--- config.mk ---
export PLATFORM = sky130hd
export DESIGN_NAME = trap_ctrl_unit
export DESIGN_NICKNAME = d
export VERILOG_FILES = /design/src/rtl/trap_ctrl_unit.sv
export SDC_FILE = /design/constraint.sdc
export NUM_CORES = 1
export LEC_CHECK = 0
export ABC_AREA = 0
export ABC_CLOCK_PERIOD_IN_PS = 13400
export CORE_MARGIN = 4
export CORE_UTILIZATION = 49
export DETAILED_ROUTE_END_ITERATION = 10
export PLACE_DENSITY = 0.9
export REMOVE_ABC_BUFFERS = 1
export SLEW_MARGIN = 20
export SYNTH_ARGS = -nofsm -noshare
export SYNTH_HDL_FRONTEND = slang
export SYNTH_SLANG_ARGS = --single-unit
--- constraint.sdc ---
create_clock -name clk -period 13.4 [get_ports clk]
set_clock_uncertainty 0.05 [all_clocks]
set_input_delay 2.68 -clock clk [delete_from_list [all_inputs] [get_ports clk]]
set_output_delay 2.68 -clock clk [all_outputs]
set_load 0.01 [all_outputs]
--- src/rtl/trap_ctrl_unit.sv ---
// Commit-stage trap/return sequencer: prioritises WB-stage exceptions, MRET and
// external interrupts, strobes the machine-mode CSR file and redirects the PC.
module trap_ctrl_unit #(
  parameter int XLEN      = 32,
  parameter int INT_CAUSE = 11
) (
  input  logic            clk,
  input  logic            rst,
  input  logic            valid_wb,
  input  logic [XLEN-1:0] pc_wb,
  input  logic [31:0]     inst_wb,
  input  logic            illegal_inst,
  input  logic            ecall,
  input  logic            l_fault,
  input  logic            s_fault,
  input  logic [XLEN-1:0] mem_addr,
  input  logic            mret,
  input  logic            ext_int,
  input  logic            csr_w,
  input  logic [XLEN-1:0] mstatus,
  input  logic [XLEN-1:0] mtvec,
  input  logic [XLEN-1:0] mepc_i,
  output logic            is_trap,
  output logic            is_mret,
  output logic [XLEN-1:0] mepc,
  output logic [XLEN-1:0] mcause,
  output logic [XLEN-1:0] mtval,
  output logic            flush,
  output logic            redirect,
  output logic [XLEN-1:0] redirect_pc
);

  typedef enum logic [1:0] {
    IDLE  = 2'd0,
    TRAP  = 2'd1,
    RET   = 2'd2,
    REDIR = 2'd3
  } state_t;

  localparam logic [XLEN-1:0] INT_MCAUSE = {1'b1, (XLEN-1)'(INT_CAUSE)};
  localparam logic [XLEN-1:0] INT_OFFSET = XLEN'(4 * INT_CAUSE);

  state_t          state_r;
  logic            ext_int_q_r;
  logic            int_pend_r;
  logic            trap_is_int_r;
  logic [XLEN-1:0] hold_mcause_r;
  logic [XLEN-1:0] hold_mtval_r;
  logic            is_trap_r;
  logic            is_mret_r;
  logic            flush_r;
  logic            redirect_r;
  logic [XLEN-1:0] mepc_r;
  logic [XLEN-1:0] mcause_r;
  logic [XLEN-1:0] mtval_r;
  logic [XLEN-1:0] redirect_pc_r;

  logic            take_int_s;
  logic            exc_s;
  logic            slot_s;
  logic            trap_ev_s;
  logic            ret_ev_s;
  logic [XLEN-1:0] cause_s;
  logic [XLEN-1:0] tval_s;
  logic [XLEN-1:0] tvec_base_s;
  logic            unused_s;

  assign unused_s = ^{mstatus[XLEN-1:4], mstatus[2:0]};

  // Event qualification and priority encoding of cause/tval for the WB slot
  always_comb begin
    take_int_s  = int_pend_r & mstatus[3];
    exc_s       = illegal_inst | ecall | l_fault | s_fault;
    slot_s      = (state_r == IDLE) & valid_wb;
    trap_ev_s   = slot_s & (take_int_s | exc_s);
    ret_ev_s    = slot_s & mret & ~take_int_s & ~exc_s;
    tvec_base_s = {mtvec[XLEN-1:2], 2'b00};
    cause_s     = {XLEN{1'b0}};
    tval_s      = {XLEN{1'b0}};
    if (take_int_s) begin
      cause_s = INT_MCAUSE;
    end else if (illegal_inst) begin
      cause_s = XLEN'(2);
      tval_s  = XLEN'(inst_wb);
    end else if (ecall) begin
      cause_s = XLEN'(11);
    end else if (l_fault) begin
      cause_s = XLEN'(5);
      tval_s  = mem_addr;
    end else if (s_fault) begin
      cause_s = XLEN'(7);
      tval_s  = mem_addr;
    end else begin
      cause_s = {XLEN{1'b0}};
    end
  end

  // Sequencer FSM with registered strobes and captured trap fields
  always_ff @(posedge clk or posedge rst) begin
    if (rst) begin
      state_r       <= IDLE;
      ext_int_q_r   <= 1'b0;
      int_pend_r    <= 1'b0;
      trap_is_int_r <= 1'b0;
      hold_mcause_r <= {XLEN{1'b0}};
      hold_mtval_r  <= {XLEN{1'b0}};
      is_trap_r     <= 1'b0;
      is_mret_r     <= 1'b0;
      flush_r       <= 1'b0;
      redirect_r    <= 1'b0;
      mepc_r        <= {XLEN{1'b0}};
      mcause_r      <= {XLEN{1'b0}};
      mtval_r       <= {XLEN{1'b0}};
      redirect_pc_r <= {XLEN{1'b0}};
    end else begin
      ext_int_q_r <= ext_int;
      // A new edge in the same cycle as the take keeps the request pending
      int_pend_r  <= (ext_int & ~ext_int_q_r) | (int_pend_r & ~(trap_ev_s & take_int_s));
      case (state_r)
        IDLE: begin
          if (trap_ev_s) begin
            state_r       <= TRAP;
            is_trap_r     <= 1'b1;
            flush_r       <= 1'b1;
            mepc_r        <= pc_wb;
            mcause_r      <= cause_s;
            mtval_r       <= tval_s;
            trap_is_int_r <= take_int_s;
          end else if (ret_ev_s) begin
            state_r   <= RET;
            is_mret_r <= 1'b1;
            flush_r   <= 1'b1;
            mepc_r    <= mepc_i;
            mcause_r  <= hold_mcause_r;
            mtval_r   <= hold_mtval_r;
          end else begin
            state_r <= IDLE;
          end
        end
        TRAP: begin
          if (!csr_w) begin
            state_r       <= REDIR;
            is_trap_r     <= 1'b0;
            redirect_r    <= 1'b1;
            hold_mcause_r <= mcause_r;
            hold_mtval_r  <= mtval_r;
            if (trap_is_int_r && (mtvec[1:0] == 2'b01)) begin
              redirect_pc_r <= tvec_base_s + INT_OFFSET;
            end else begin
              redirect_pc_r <= tvec_base_s;
            end
          end else begin
            state_r <= TRAP;
          end
        end
        RET: begin
          if (!csr_w) begin
            state_r       <= REDIR;
            is_mret_r     <= 1'b0;
            redirect_r    <= 1'b1;
            redirect_pc_r <= mepc_i;
          end else begin
            state_r <= RET;
            mepc_r  <= mepc_i;
          end
        end
        REDIR: begin
          state_r    <= IDLE;
          redirect_r <= 1'b0;
          flush_r    <= 1'b0;
        end
        default: begin
          state_r    <= IDLE;
          is_trap_r  <= 1'b0;
          is_mret_r  <= 1'b0;
          redirect_r <= 1'b0;
          flush_r    <= 1'b0;
        end
      endcase
    end
  end

  assign is_trap     = is_trap_r;
  assign is_mret     = is_mret_r;
  assign flush       = flush_r;
  assign redirect    = redirect_r;
  assign mepc        = mepc_r;
  assign mcause      = mcause_r;
  assign mtval       = mtval_r;
  assign redirect_pc = redirect_pc_r;

endmodule

Word-level counts from Yosys, hierarchy flattened
Index checks and enable logic that the tools add are counted.

word-level totals
  register bits = 201
  input port bits = 202
  output and inout port bits = 132

operators by class
  reductions and logical operators = 18
  $add $sub $neg = 1
  muxes and demuxes = 37
  bitwise operators = 19
  eq/ne operators = 12

operator list
  kind                   count
  $mux 32                16
  $pmux 32 s2            2
  $add 32x6->32 const B  1
  $ne 2x2->1 const B     7
  $reduce_bool 2->1      6
  $reduce_and 2->1       5
  $and 1x1->1            9
  $reduce_and 3->1       3
  $mux 4                 2
  $pmux 1 s2             4
  $pmux 2 s4             1
  $mux 1                 7
  $mux 2                 3
  $mux 3                 2
  $not 1->1              5
  $or 1x1->1             5
  $eq 2x1->1 const B     2
  $eq 2x2->1 const B     2
  $reduce_and 4->1       1
  $ne 3x3->1 const B     1
  $logic_not 2->1        1
  $reduce_or 2->1        1
  $logic_and 1x1->1      1

Depth between registers and ports, before layout
  depth after elaboration = 9
  gate-level depth with buffers = 10

Worst setup path before layout
No wires, ideal clock.

  path type = input -> register
  start = input csr_w
  end = register hold_mcause_r[18]
  setup time = 125 ps
  path buffers = 3
  data arrival time = 4010 ps
  required time = 13225 ps
  setup slack = 9215 ps
  stages on the path = 6
  cells stage by stage = clkbuf_1 -> inv_1 -> nand2_1 -> clkbuf_1 -> buf_2 -> mux2_2

between the ends
  longest elaborated chain between the ends = 2

RTL lines
  element                     RTL line  RTL
  start: declaration          19        input logic csr_w,
  $not 1->1 (no line)         --
  $reduce_and 2->1 (no line)  --
  end signal: assignment      105       hold_mcause_r <= {XLEN{1'b0}};
  end signal: assignment      145       hold_mcause_r <= mcause_r;
  end: declaration            47        logic [XLEN-1:0] hold_mcause_r;

Every way passes these cells.
A chain may end at the register's enable or synchronous reset.

Final worst setup path
  start = input mstatus[3]
  end = register mcause_r[5], in the netlist mcause[5]

between the ends
  longest elaborated chain between the ends = 6
  elaborated cells on any way between the ends = 9
  classes of those cells = 1 x mux; 6 x bitwise; 2 x reduce/logical

RTL lines
  element                      RTL line  RTL
  start: declaration           20        input logic [XLEN-1:0] mstatus,
  $and 1x1->1 *                72        take_int_s = int_pend_r & mstatus[3];
  $not 1->1                    76        ret_ev_s = slot_s & mret & ~take_int_s & ~exc_s;
  $and 1x1->1 (2 in a row)     76
  $reduce_bool 2->1 (no line)  --
  $reduce_and 2->1 (no line)   --
  end signal: assignment       112       mcause_r <= {XLEN{1'b0}};
  end signal: assignment       126       mcause_r <= cause_s;
  end signal: assignment       134       mcause_r <= hold_mcause_r;
  end: declaration             54        logic [XLEN-1:0] mcause_r;

Every way passes the cells marked *; elsewhere a longest branch is shown, timed or not.

==> impl_metrics.env <==
export IMPL_yosys_area_share_simple_pct=12.0
export IMPL_vias_per_cell=5.63
export IMPL_core_area_um2=18800
export IMPL_synth_fa_ha_area_share_pct=0.794
export IMPL_min_period_over_period_pct=35.9
export IMPL_grt_usage_pct=25.5
export IMPL_maxCapViolations=0
export IMPL_worst_hold_slack_ns=0.383
export IMPL_critPathMaxFanout=28
export IMPL_overflow=0
export IMPL_routed_wl_um=28200
export IMPL_yosys_area_top_type_share_pct=53.2
export IMPL_io_pins=334
export IMPL_synth_top_family_by_area="compound AO/OA/AOI/OAI gates"
export IMPL_ir_drop_mv=0.109
export IMPL_synth_edf_count=0
export IMPL_critical_path_class="in2reg"
export IMPL_netlist_area_um2=9460
export IMPL_synth_commonest_cells="dfrtp_1, nand2_1, o21ai_0, mux2_2, a21oi_1"
export IMPL_start_kind="primary input"
export IMPL_cts_buffer_depth=3
export IMPL_hold_class="reg2reg"
export IMPL_async_reset_ff_share_pct=100
export IMPL_cts_root_buffer="clkbuf_16"
export IMPL_synth_seq_area_share_pct=53.2
export IMPL_ys_seq_elements=201
export IMPL_grt_first_pass_wirelength_um=44900
export IMPL_p_sw_share_pct=34.2
export IMPL_drive_above_1_share_pct=10.4
export IMPL_slew_violations=0
export IMPL_postCtsHoldBufs=0
export IMPL_tritoncts="built"
export IMPL_synth_area_leader_cell="dfrtp_1"
export IMPL_ys_flop_type="dfrtp_1"
export IMPL_final_nets=1399
export IMPL_rsz0062_at_grt="no"
export IMPL_rows=50
export IMPL_drc=0
export IMPL_cts_setup_buffers=0
export IMPL_yosys_warnings=0
export IMPL_run_status="finished, final reports clean"
export IMPL_maxSlewHeadroom_pct=26.7
export IMPL_power_density_nw_per_um2=191
export IMPL_grt_pass1_vias=8314
export IMPL_hold_viol=0
export IMPL_cp_arrival_ns=5.18
export IMPL_p_total_uw=2560
export IMPL_tns_ns=0
export IMPL_synth_most_common_cell="dfrtp_1"
export IMPL_power_frac_seq_pct=35.9
export IMPL_drtAntennaViolNets=0
export IMPL_syn_inst=917
export IMPL_syn_to_final_growth_pct=41.9
export IMPL_num_vias=8265
export IMPL_p_clk_share_pct=24.0
export IMPL_routedWlPerCell_um=19.2
export IMPL_hpwl_um=19900
export IMPL_p_switching_uw=878
export IMPL_antenna_found_initial=1
export IMPL_crit_required_ns=13.76
export IMPL_numCtsBuffers=21
export IMPL_synth_cell_types=52
export IMPL_p_leak_uw=0.00570
export IMPL_port_buffers=302
export IMPL_syn_area_per_cell_um2=10.3
export IMPL_internal_power_uw=1690
export IMPL_worstMarginPinSlew_ns=1.10
export IMPL_die_area_um2=21600
export IMPL_num_fill_cells=1330
export IMPL_htreeDepth=1
export IMPL_cts_resized_gates=0
export IMPL_grt_max_degree=115
export IMPL_gp_congestion=0.843
export IMPL_period_minus_slack_ns=4.81
export IMPL_start_util_pct=50.2
export IMPL_drt_pass1_iterations=5
export IMPL_synth_area_leaders="dfrtp_1, mux2_2, nand2_1"
export IMPL_cts_clk_slew_worst_paths_ns=0.06
export IMPL_synth_compound_area_share_pct=17.3
export IMPL_setup_violations_final=0
export IMPL_drtIter0Drc=430
export IMPL_clock_latency_ns=0.50
export IMPL_critPathCaptureType="register"
export IMPL_combPwrFrac_pct=40.1
export IMPL_die_x_um=147
export IMPL_cts_sinks=201
export IMPL_die_h_um=147
export IMPL_synth_mux_area_share_pct=11.2
export IMPL_max_freq_ghz=0.208
export IMPL_synth_xor_area_share_pct=2.04
## power by group through the flow
stage	sequential (µW)	clock, µW	combinational (µW)
floorplan	979	0	427
finish	919	616	1030
CTS	919	630	1040
global route	943	658	1120
global placement	913	0	1000
detailed placement	926	0	1030
## per-stage QoR
step                      cells  utilization, %  worst slack (ns)  instance area (µm²)
after floorplan             855               -              5.19                 9180
after global placement     1428            67.3              8.18                12700
after detailed placement   1428            67.3              8.14                12700
after CTS                  1466            71.2              8.66                13400
after global routing       1467            71.3              8.39                13400
final                      1467            71.3              8.59                13400
## critical path, stage by stage
cell	delay, ns
clkdlybuf4s50_1	0.48
a211o_1	0.39
nor3_2	0.35
and3_1	0.96
nand2_1	0.13
a21oi_1	0.17
## cell families after synthesis
kind of cell / count (synthesis)
and+or+nand+nor: 254
muxes: 98
buffers and inverters: 75
adders and majority gates: 6
DFF: 201
xor gates and xnor gates: 22
AOI/OAI and AO/OA: 261
## cell type report
class                      count  area, µm²  share of cell area, %
multi-input combinational    641       4160                   31.0
clock buffer                  25        561                   4.18
timing repair buffer         313       3110                   23.2
sequential                   201       5030                   37.5
inverter                      13       56.3                  0.420
tap                          260        325                   2.42
clock inverter                13        176                   1.31
antenna                        1       2.50                 0.0186
## cell usage in the layout, fill, tap and decap left out, types with 22 or more instances in the layout
cell / Yosys / layout
a21oi_1: 54 / 53
nor2_1: 23 / 22
a22oi_1: 34 / 34
o21ai_0: 69 / 69
clkdlybuf4s50_1: 0 / 302
mux2i_1: 34 / 34
mux2_2: 64 / 64
a22o_1: 34 / 34
dfrtp_1: 201 / 201
o21ai_1: 30 / 30
nand2_1: 159 / 158
## final timing paths
kind                                             from                      endpoint  slack [ns]  cells after the start
max in group asynchronous                         rst  hold_mcause_r[3]$_DFFE_PP0P_        9.26                      3
worst max-delay path                       mstatus[3]         mcause[5]$_DFFE_PP0P_        8.59                      6
worst max register to register   state_r[0]$_DFF_PP0_   redirect_pc[31]$_DFFE_PP0P_       10.63                      9
worst min-delay path            ext_int_q_r$_DFF_PP0_          int_pend_r$_DFF_PP0_        0.38                      1
min in group asynchronous                         rst           mepc[2]$_DFFE_PP0P_        2.66                      2
worst min register to register  ext_int_q_r$_DFF_PP0_          int_pend_r$_DFF_PP0_        0.38                      1
## registers in the layout, summed over array words and instances, names as in the netlist
register,count
redirect,1
hold_mtval_r,32
is_trap,1
int_pend_r,1
is_mret,1
ext_int_q_r,1
mtval,32
hold_mcause_r,32
state_r,2
mcause,32
mepc,32
flush,1
redirect_pc,32
trap_is_int_r,1
## routing by layer
| metal | part of all wire (%) | vias up | track usage [%] |
|---|---|---|---|
| met2 | 49 | 359 | 43.4 |
| met3 | 8.5 | 63 | 6.79 |
| met5 | 0 | - | 0 |
| li1 | - | 3834 | - |
| met4 | 3.2 | 0 | 8.29 |
| met1 | 39 | 4009 | 31.9 |
(Power assumes the default switching activity.)
